[config.mk]
export PLATFORM = sky130hd
export DESIGN_NAME = fpu_requester_flat
export DESIGN_NICKNAME = d
export VERILOG_FILES = /design/src/rtl/fpu_requester_if.sv /design/src/rtl/fpu_requester.sv /design/src/flat_wrapper.sv
export SDC_FILE = /design/constraint.sdc
export NUM_CORES = 1
export LEC_CHECK = 0
export CAP_MARGIN = 5
export CORE_ASPECT_RATIO = 1.5
export CORE_MARGIN = 1.5
export CORE_UTILIZATION = 45
export CTS_CLUSTER_DIAMETER = 120
export CTS_CLUSTER_SIZE = 28
export DETAILED_ROUTE_END_ITERATION = 12
export GPL_ROUTABILITY_DRIVEN = 0
export PLACE_DENSITY = 0.73
export SYNTH_ARGS = -nofsm -noshare
export SYNTH_HDL_FRONTEND = slang
export SYNTH_SLANG_ARGS = --single-unit
[constraint.sdc]
create_clock -name clock -period 10.85 [get_ports clock]
set_clock_uncertainty 0.1 [all_clocks]
set_input_delay 3.255 -clock clock [delete_from_list [all_inputs] [get_ports clock]]
set_output_delay 3.255 -clock clock [all_outputs]
set_load 0.02 [all_outputs]
[src/rtl/fpu_requester_if.sv]
// Bundle of the upstream job port, fpu handshake and result port seen by fpu_requester.
// master is the requester's view; slave is the view of whatever surrounds it.
interface fpu_requester_if #(
  parameter int bitness = 32
);
  logic               job_valid;
  logic               job_ready;
  logic [bitness-1:0] job_a;
  logic [bitness-1:0] job_b;
  logic [3:0]         job_cmd;

  logic               fpu_input_rdy;
  logic               fpu_input_ack;
  logic [bitness-1:0] fpu_data_a;
  logic [bitness-1:0] fpu_data_b;
  logic [3:0]         fpu_command;
  logic               fpu_output_rdy;
  logic               fpu_output_ack;
  logic [bitness-1:0] fpu_result;

  logic               res_valid;
  logic               res_ready;
  logic [bitness-1:0] res_data;
  logic               res_error;
  logic               busy;

  modport master (
    input  job_valid, job_a, job_b, job_cmd,
    input  fpu_input_ack, fpu_output_rdy, fpu_result,
    input  res_ready,
    output job_ready,
    output fpu_input_rdy, fpu_data_a, fpu_data_b, fpu_command, fpu_output_ack,
    output res_valid, res_data, res_error, busy
  );

  modport slave (
    output job_valid, job_a, job_b, job_cmd,
    output fpu_input_ack, fpu_output_rdy, fpu_result,
    output res_ready,
    input  job_ready,
    input  fpu_input_rdy, fpu_data_a, fpu_data_b, fpu_command, fpu_output_ack,
    input  res_valid, res_data, res_error, busy
  );
endinterface

[src/rtl/fpu_requester.sv]
// Drives one job at a time into a non-pipelined fpu, collects its result into a small FIFO,
// and substitutes an error entry when the fpu fails to answer within the watchdog window.
module fpu_requester #(
  parameter int bitness        = 32,
  parameter int RES_DEPTH      = 4,
  parameter int TIMEOUT_CYCLES = 1024
) (
  input logic             clock,
  input logic             reset_n,
  fpu_requester_if.master bus
);

  localparam int PW = $clog2(RES_DEPTH);
  localparam int WW = $clog2(TIMEOUT_CYCLES);
  localparam logic [WW-1:0] WDOG_LIMIT = WW'(TIMEOUT_CYCLES - 1);

  typedef enum logic [2:0] {IDLE, ISSUE, WAIT_RES, ACK, RELEASE} state_t;

  state_t             state;
  logic [WW-1:0]      wdog;
  logic               fpu_rdy;
  logic               fpu_ack;
  logic [bitness-1:0] op_a;
  logic [bitness-1:0] op_b;
  logic [3:0]         op_cmd;

  logic [PW:0]        wr_ptr;
  logic [PW:0]        rd_ptr;
  logic [PW:0]        count;
  logic [bitness-1:0] mem_data [RES_DEPTH];
  logic               mem_err  [RES_DEPTH];

  logic               accept;
  logic               timeout;
  logic               push;
  logic               pop;
  logic [bitness-1:0] push_data;
  logic               push_err;
  logic               not_empty;

  assign count     = wr_ptr - rd_ptr;
  assign not_empty = (count != '0);

  // A job is only taken when a FIFO slot is guaranteed for its result, so push never overflows.
  assign bus.job_ready = reset_n && (state == IDLE) && (count < (PW + 1)'(RES_DEPTH));
  assign accept        = bus.job_valid && bus.job_ready;
  assign pop           = bus.res_ready && not_empty;

  // NOTE: every signal assigned here gets a default first so no latch can be inferred.
  always_comb begin
    timeout   = 1'b0;
    push      = 1'b0;
    push_data = bus.fpu_result;
    push_err  = 1'b0;
    if (wdog == WDOG_LIMIT) begin
      timeout = ((state == ISSUE) && !bus.fpu_input_ack) ||
                ((state == WAIT_RES) && !bus.fpu_output_rdy);
    end
    if ((state == WAIT_RES) && bus.fpu_output_rdy) begin
      push = 1'b1;
    end else if (timeout) begin
      push      = 1'b1;
      push_data = '0;
      push_err  = 1'b1;
    end
  end

  // NOTE: state registers use non-blocking assignments so all flops update together at the edge.
  always_ff @(posedge clock or negedge reset_n) begin
    if (!reset_n) begin
      state   <= IDLE;
      wdog    <= '0;
      fpu_rdy <= 1'b0;
      fpu_ack <= 1'b0;
      op_a    <= '0;
      op_b    <= '0;
      op_cmd  <= '0;
    end else begin
      case (state)
        IDLE: begin
          if (accept) begin
            op_a    <= bus.job_a;
            op_b    <= bus.job_b;
            op_cmd  <= bus.job_cmd;
            fpu_rdy <= 1'b1;
            wdog    <= '0;
            state   <= ISSUE;
          end
        end
        ISSUE: begin
          // Saturate so an ack on the final cycle leaves WAIT_RES no fresh budget.
          if (wdog != WDOG_LIMIT) wdog <= wdog + WW'(1);
          if (bus.fpu_input_ack) begin
            fpu_rdy <= 1'b0;
            state   <= WAIT_RES;
          end else if (timeout) begin
            fpu_rdy <= 1'b0;
            state   <= IDLE;
          end
        end
        WAIT_RES: begin
          if (wdog != WDOG_LIMIT) wdog <= wdog + WW'(1);
          if (bus.fpu_output_rdy) begin
            fpu_ack <= 1'b1;
            state   <= ACK;
          end else if (timeout) begin
            state <= IDLE;
          end
        end
        ACK: begin
          fpu_ack <= 1'b0;
          state   <= RELEASE;
        end
        RELEASE: begin
          // Hold off until the fpu withdraws the result so it is not captured twice.
          if (!bus.fpu_output_rdy) state <= IDLE;
        end
        default: state <= IDLE;
      endcase
    end
  end

  always_ff @(posedge clock or negedge reset_n) begin
    if (!reset_n) begin
      wr_ptr <= '0;
      rd_ptr <= '0;
    end else begin
      if (push) wr_ptr <= wr_ptr + (PW + 1)'(1);
      if (pop)  rd_ptr <= rd_ptr + (PW + 1)'(1);
    end
  end

  // NOTE: FIFO storage is deliberately not reset; occupancy lives in the pointers and the head is masked when empty.
  always_ff @(posedge clock) begin
    if (push) begin
      mem_data[wr_ptr[PW-1:0]] <= push_data;
      mem_err[wr_ptr[PW-1:0]]  <= push_err;
    end
  end

  assign bus.fpu_input_rdy  = fpu_rdy;
  assign bus.fpu_output_ack = fpu_ack;
  assign bus.fpu_data_a     = op_a;
  assign bus.fpu_data_b     = op_b;
  assign bus.fpu_command    = op_cmd;
  assign bus.res_valid      = not_empty;
  assign bus.res_data       = not_empty ? mem_data[rd_ptr[PW-1:0]] : '0;
  assign bus.res_error      = not_empty && mem_err[rd_ptr[PW-1:0]];
  assign bus.busy           = (state != IDLE);

endmodule

[src/flat_wrapper.sv]
// flat-port wrapper written by rule: the top's interface ports become plain ports
module fpu_requester_flat 
#(
  parameter int bitness        = 32,
  parameter int RES_DEPTH      = 4,
  parameter int TIMEOUT_CYCLES = 1024
)
  (clock, reset_n, bus_job_valid, bus_job_a, bus_job_b, bus_job_cmd, bus_fpu_input_ack, bus_fpu_output_rdy, bus_fpu_result, bus_res_ready, bus_job_ready, bus_fpu_input_rdy, bus_fpu_data_a, bus_fpu_data_b, bus_fpu_command, bus_fpu_output_ack, bus_res_valid, bus_res_data, bus_res_error, bus_busy);
  fpu_requester_if #(.bitness(bitness)) bus_i ();
  input logic clock;
  input logic reset_n;
  input wire logic [$bits(bus_i.job_valid)-1:0] bus_job_valid;
  input wire logic [$bits(bus_i.job_a)-1:0] bus_job_a;
  input wire logic [$bits(bus_i.job_b)-1:0] bus_job_b;
  input wire logic [$bits(bus_i.job_cmd)-1:0] bus_job_cmd;
  input wire logic [$bits(bus_i.fpu_input_ack)-1:0] bus_fpu_input_ack;
  input wire logic [$bits(bus_i.fpu_output_rdy)-1:0] bus_fpu_output_rdy;
  input wire logic [$bits(bus_i.fpu_result)-1:0] bus_fpu_result;
  input wire logic [$bits(bus_i.res_ready)-1:0] bus_res_ready;
  output wire logic [$bits(bus_i.job_ready)-1:0] bus_job_ready;
  output wire logic [$bits(bus_i.fpu_input_rdy)-1:0] bus_fpu_input_rdy;
  output wire logic [$bits(bus_i.fpu_data_a)-1:0] bus_fpu_data_a;
  output wire logic [$bits(bus_i.fpu_data_b)-1:0] bus_fpu_data_b;
  output wire logic [$bits(bus_i.fpu_command)-1:0] bus_fpu_command;
  output wire logic [$bits(bus_i.fpu_output_ack)-1:0] bus_fpu_output_ack;
  output wire logic [$bits(bus_i.res_valid)-1:0] bus_res_valid;
  output wire logic [$bits(bus_i.res_data)-1:0] bus_res_data;
  output wire logic [$bits(bus_i.res_error)-1:0] bus_res_error;
  output wire logic [$bits(bus_i.busy)-1:0] bus_busy;
  assign bus_i.job_valid = bus_job_valid;
  assign bus_i.job_a = bus_job_a;
  assign bus_i.job_b = bus_job_b;
  assign bus_i.job_cmd = bus_job_cmd;
  assign bus_i.fpu_input_ack = bus_fpu_input_ack;
  assign bus_i.fpu_output_rdy = bus_fpu_output_rdy;
  assign bus_i.fpu_result = bus_fpu_result;
  assign bus_i.res_ready = bus_res_ready;
  assign bus_job_ready = bus_i.job_ready;
  assign bus_fpu_input_rdy = bus_i.fpu_input_rdy;
  assign bus_fpu_data_a = bus_i.fpu_data_a;
  assign bus_fpu_data_b = bus_i.fpu_data_b;
  assign bus_fpu_command = bus_i.fpu_command;
  assign bus_fpu_output_ack = bus_i.fpu_output_ack;
  assign bus_res_valid = bus_i.res_valid;
  assign bus_res_data = bus_i.res_data;
  assign bus_res_error = bus_i.res_error;
  assign bus_busy = bus_i.busy;
  fpu_requester #(.bitness(bitness), .RES_DEPTH(RES_DEPTH), .TIMEOUT_CYCLES(TIMEOUT_CYCLES)) u_core (.clock(clock), .reset_n(reset_n), .bus(bus_i));
endmodule
-- Word-level counts from Yosys, hierarchy flattened
Memory sizes are Yosys's and may differ from the RTL's.
Cells that the tools add are included.
- equality and inequality tests: 11
- reductions and logical operators: 23
- $lt $le $gt $ge: 1
- add/sub/neg operators: 4
- mux-type cells: 24
- operators with widths (operator ; count):
    $mux 32 ; 3
    $mux 10 ; 2
    $pmux 10 s2 ; 1
    $mux 3 ; 5
    $pmux 3 s5 ; 1
    $add 10x1->10 const B ; 1
    $eq 10x10->1 const B ; 1
    $mux 1 ; 10
    $ne 10x10->1 const B ; 1
    $logic_and 1x1->1 ; 8
    $add 3x1->3 const B ; 2
    $eq 3x2->1 const B ; 2
    $reduce_and 2->1 ; 3
    $reduce_and 3->1 ; 2
    $reduce_bool 2->1 ; 3
    $reduce_bool 3->1 ; 2
    $ne 2x1->1 const B ; 2
    $ne 2x2->1 const B ; 2
    $pmux 1 s2 ; 2
    $eq 3x1->1 const B ; 1
    $eq 3x3->1 const B ; 1
    $logic_not 3->1 ; 1
    $lt 3x3->1 const B ; 1
    $ne 3x2->1 const B ; 1
    other kinds (4) ; 5
- word-level logic and storage cells: 74
- bits in registers: 89
- input port bits: 106
- memories kept: 2
- bits in writable memories: 132
- memories (name ; words ; width ; read ports ; clocked after memory_dff ; write ports ; line ; RTL):
    u_core.mem_data ; 4 ; 32 ; 1 ; 0 ; 1 ; fpu_requester.sv:30 ; logic [bitness-1:0] mem_data [RES_DEPTH];
    u_core.mem_err ; 4 ; 1 ; 1 ; 0 ; 1 ; fpu_requester.sv:31 ; logic mem_err [RES_DEPTH];

-- Depth between registers and ports, before layout
- depth in word-level cells: 8
- mapped depth: 11
- depth with buffers taken out: 7

-- Least setup slack after synthesis
No wires, ideal clock.
- kind: input to output
- from: in reset_n
- to: out bus_job_ready
- setup slack: 4.013 ns
- data arrival time: 3.482 ns
- stages on the path: 1
- path through: o211a_1
- longest elaborated chain between the ends: 2
- ends and longest elaborated chain (element ; line ; RTL):
    from (decl) ; flat_wrapper.sv:11 ; input logic reset_n;
    $logic_and 1x1->1 (2 in a row) ; fpu_requester.sv:45 ; assign bus.job_ready = reset_n && (state == IDLE) && (count < (PW + 1)'(RES_DEPTH));
    to (decl) ; flat_wrapper.sv:20 ; output wire logic [$bits(bus_i.job_ready)-1:0] bus_job_ready;
Every way passes these cells.

-- Final worst setup path
Same ends and word-level chain as after synthesis.

==> impl_metrics.yaml <==
clocking:
  post-cts-setup-buffer-count: 0
  tritoncts: "built"
  clk_root_buffer_cell: "sky130_fd_sc_hd__clkbuf_16"
  cts.sinks: 221
  cts-hold-fix-buffers: 0
  cts_htree_levels: 1
  post_cts_resized: 0
  tritoncts.num_buffers: 11
  clk_transition_reported_paths_ns: 0.10
  clock_insertion_delay_worst_skew_ns: 0.46
  max-clock-path-buffers: 3
sta:
  max_slew.worst_pin.slew_ns: 1.10
  fmax_mhz: 128
  setup_viol: 0
  setup_slack_ns: 3.05
  slew_violations: 0
  worst_slew_margin_rel_pct: 26.6
  final.min_clock_period_ns: 7.80
  final-hold-violation-count: 0
  final.period_utilization_pct: 71.9
  grt_setup_unrepaired: "false"
  final.setup.tns_ns: 0
power_and_ir_drop:
  power-per-cell-area_nw_per_um2: 266
  p_seq_share_pct: 38.9
  power.total_mw: 3.12
  share_clk_of_total_power_pct: 13.9
  ir_worst_vdd_mv: 0.180
  power_leakage_nw: 4.61
  cell_internal_pwr_mw: 2.00
  combinationalPowerShare_pct: 47.2
  switching_power_of_the_nets_mw: 1.12
  sw_frac_of_total_pct: 35.9
floorplanning:
  fp.dieArea_um2: 21000
  num_io_pins: 212
  start_util_pct: 45.9
  core_area_um2: 19800
  placementRows: 63
  chipWidth_um: 119
  die_h_um: 177
yosys:
  yosys_most_used_dff: "sky130_fd_sc_hd__edfxtp_1"
  post_synthesis_share_of_cell_area_spent_on_and_or_nand_and_nor_gates_pct: 17.5
  post_synth_instance_area_um2: 9070
  number_of_distinct_library_cells_after_synthesis: 45
  synthesis.nets: 777
  combinational_family_with_the_most_area_after_synthesis: "simple AND/OR/NAND/NOR gates"
  synth_edf_count: 132
  synth-async-reset-ratio_pct: 40.3
  synth.ff_latch_count: 221
  netlist_instances: 663
  synthAdderAreaFrac_pct: 1.10
  avgSynthCellArea_um2: 13.7
  synth_xor_xnor_area_share_pct: 1.25
  portion_of_netlist_area_occupied_by_mux_cells_pct: 8.59
  ys_seq_area_share_pct: 68.2
  synth-compound-area-share_pct: 1.39
  ys_warn_count: 0
placement:
  detailed_place_hpwl_mm: 11.9
  place_worst_setup_slack_ns: 3.03
  port_buffers: 211
setup_path:
  critPathTopFamily: "buffers and inverters"
  timing.critical_path.to_type: "output port"
  critical_path_arrival_ns: 4.45
  cp_slowest_stage_delay_ns: 0.63
  cp_cell_sequence: "buf_4 > o211a_1 > clkdlybuf4s50_1"
  path_max_fanout: 29
  crit_slowest_cell: "sky130_fd_sc_hd__clkdlybuf4s50_1"
  startpoint_type: "input port"
  path_class: "input port to output port"
  path_buf_inv: 2
  data_required_time_at_the_worst_endpoint_ns: 7.50
global_route:
  global_route.usage.total_pct: 17.7
  initial_antenna_violation_count: 0
  overflow_left_after_global_routing: 0
  via_count_of_the_first_global_routing_pass: 5767
  grt_max_degree: 72
  first_pass_grt_wire_length_mm: 29.4
drt:
  post-route-drc-count: 0
  drt-wirelength-per-cell_um: 16.2
  routed-via-count: 5500
  detail_route.vias_per_cell: 4.89
  wl_mm: 18.3
  drt-initial-drc-count: 328
  route.antenna.remaining_nets: 0
  drt_pass1_iterations: 4
finish:
  fillers: 1584
  finalNetCount: 974
  synthToLayoutAreaGrowth_pct: 29.3
  diodes: 0
  final_layout_size_suffix_gt1_share_pct: 11.1
hold_path:
  min_path_type: "register to register"
run_status:
  status: "complete, no violations"
run:
  cap_viol_max_count: 0
[cells in the mapped netlist, types with 8 or more instances]
master / count / area share [%]
sky130_fd_sc_hd__xnor2_1: 9 / 0.87
sky130_fd_sc_hd__and2_1: 35 / 2.4
sky130_fd_sc_hd__dfrtp_1: 89 / 25
sky130_fd_sc_hd__and2_4: 29 / 2.8
sky130_fd_sc_hd__mux4_2: 33 / 8.2
sky130_fd_sc_hd__buf_2: 11 / 0.61
sky130_fd_sc_hd__nand2_1: 219 / 9.1
sky130_fd_sc_hd__ha_1: 8 / 1.1
sky130_fd_sc_hd__nor2_1: 10 / 0.41
sky130_fd_sc_hd__clkbuf_1: 16 / 0.66
sky130_fd_sc_hd__nand3_1: 8 / 0.44
sky130_fd_sc_hd__edfxtp_1: 132 / 44
[sequential cells by signal (all words and copies together), names as in the netlist]
signal / flops
u_core.bus.fpu_command: 4
u_core.bus.fpu_input_rdy: 1
u_core.bus.fpu_output_ack: 1
u_core.wdog: 10
u_core.mem_err: 4
u_core.bus.fpu_data_b: 32
u_core.mem_data: 128
u_core.rd_ptr: 3
u_core.bus.fpu_data_a: 32
u_core.state: 3
u_core.wr_ptr: 3
[worst reg2reg max path: cells and delay by family (launching register included)]
family                   cells  cell delay [ns]
flip-flops                   1             0.95
AND/OR/NAND/NOR              4             0.84
AO/OA/AOI/OAI                1             0.76
buffers and inverters        2             0.59
adder cells (fa/ha/maj)      1             0.33
[metal layers]
layer	vias to the layer above	GRT usage (%)	routed length, um
li1	2661	-	-
met1	2626	21.4	7280
met2	197	30.5	8910
met3	16	6.77	1850
met4	0	3.56	223
met5	-	0	0
[worst paths after layout]
kind                                            from                        end  slack, ns  cells past startpoint
setup reg to reg                    u_core.rd_ptr[1]  u_core.bus.fpu_data_b[18]       7.20                      8
hold / removal             u_core.bus.fpu_data_b[18]  u_core.bus.fpu_data_b[18]       0.38                      2
max in group asynchronous                    reset_n  u_core.bus.fpu_data_b[16]       6.88                      2
setup / recovery                             reset_n              bus_job_ready       3.05                      3
hold reg to reg            u_core.bus.fpu_data_b[18]  u_core.bus.fpu_data_b[18]       0.38                      2
min in group asynchronous                    reset_n  u_core.bus.fpu_data_a[21]       2.60                      1
[cell type report]
class	count	area (um^2)	share of cell area, %
clock buffer	16	294	2.51
clock inverter	1	5.00	0.0427
inverter	6	22.5	0.192
multi-input combinational	404	2750	23.4
sequential	221	6190	52.8
tap	260	325	2.77
timing repair buffer	216	2150	18.3
[cells by family after synthesis]
family,after synthesis
compound gates,16
xor+xnor,13
fa+ha+maj,8
buf+inv,38
flops,221
mux,36
simple gates,331
[placed cells by master, fill, tap and decap left out, types with 9 or more instances in the layout]
master	count
sky130_fd_sc_hd__nor2_1	10
sky130_fd_sc_hd__xnor2_1	9
sky130_fd_sc_hd__and2_4	29
sky130_fd_sc_hd__edfxtp_1	132
sky130_fd_sc_hd__clkdlybuf4s50_1	210
sky130_fd_sc_hd__and2_1	35
sky130_fd_sc_hd__dfrtp_1	87
sky130_fd_sc_hd__clkbuf_16	11
sky130_fd_sc_hd__mux4_2	33
sky130_fd_sc_hd__nand2_1	219
[power groups by stage]
stage	registers (mW)	logic, mW	clock network, mW
after floorplan	1.32	0.742	0
after global placement	1.23	1.48	0
after detailed placement	1.23	1.50	0
after CTS	1.22	1.50	0.453
after global routing	1.24	1.61	0.482
final	1.22	1.47	0.434
[metrics by stage]
stage                     cell area [um^2]  instances  util [%]  hold slack [ns]
final                                11700       1124      59.3            0.381
after global routing                 11700       1124      59.3            0.408
after CTS                            11700       1124      59.3            0.386
after detailed placement             11400       1107      57.8            0.361
after global placement               11400       1107      57.8            0.356
after floorplan                       9070        663         -            0.362
Note: power is estimated with default switching activity, not from simulation.
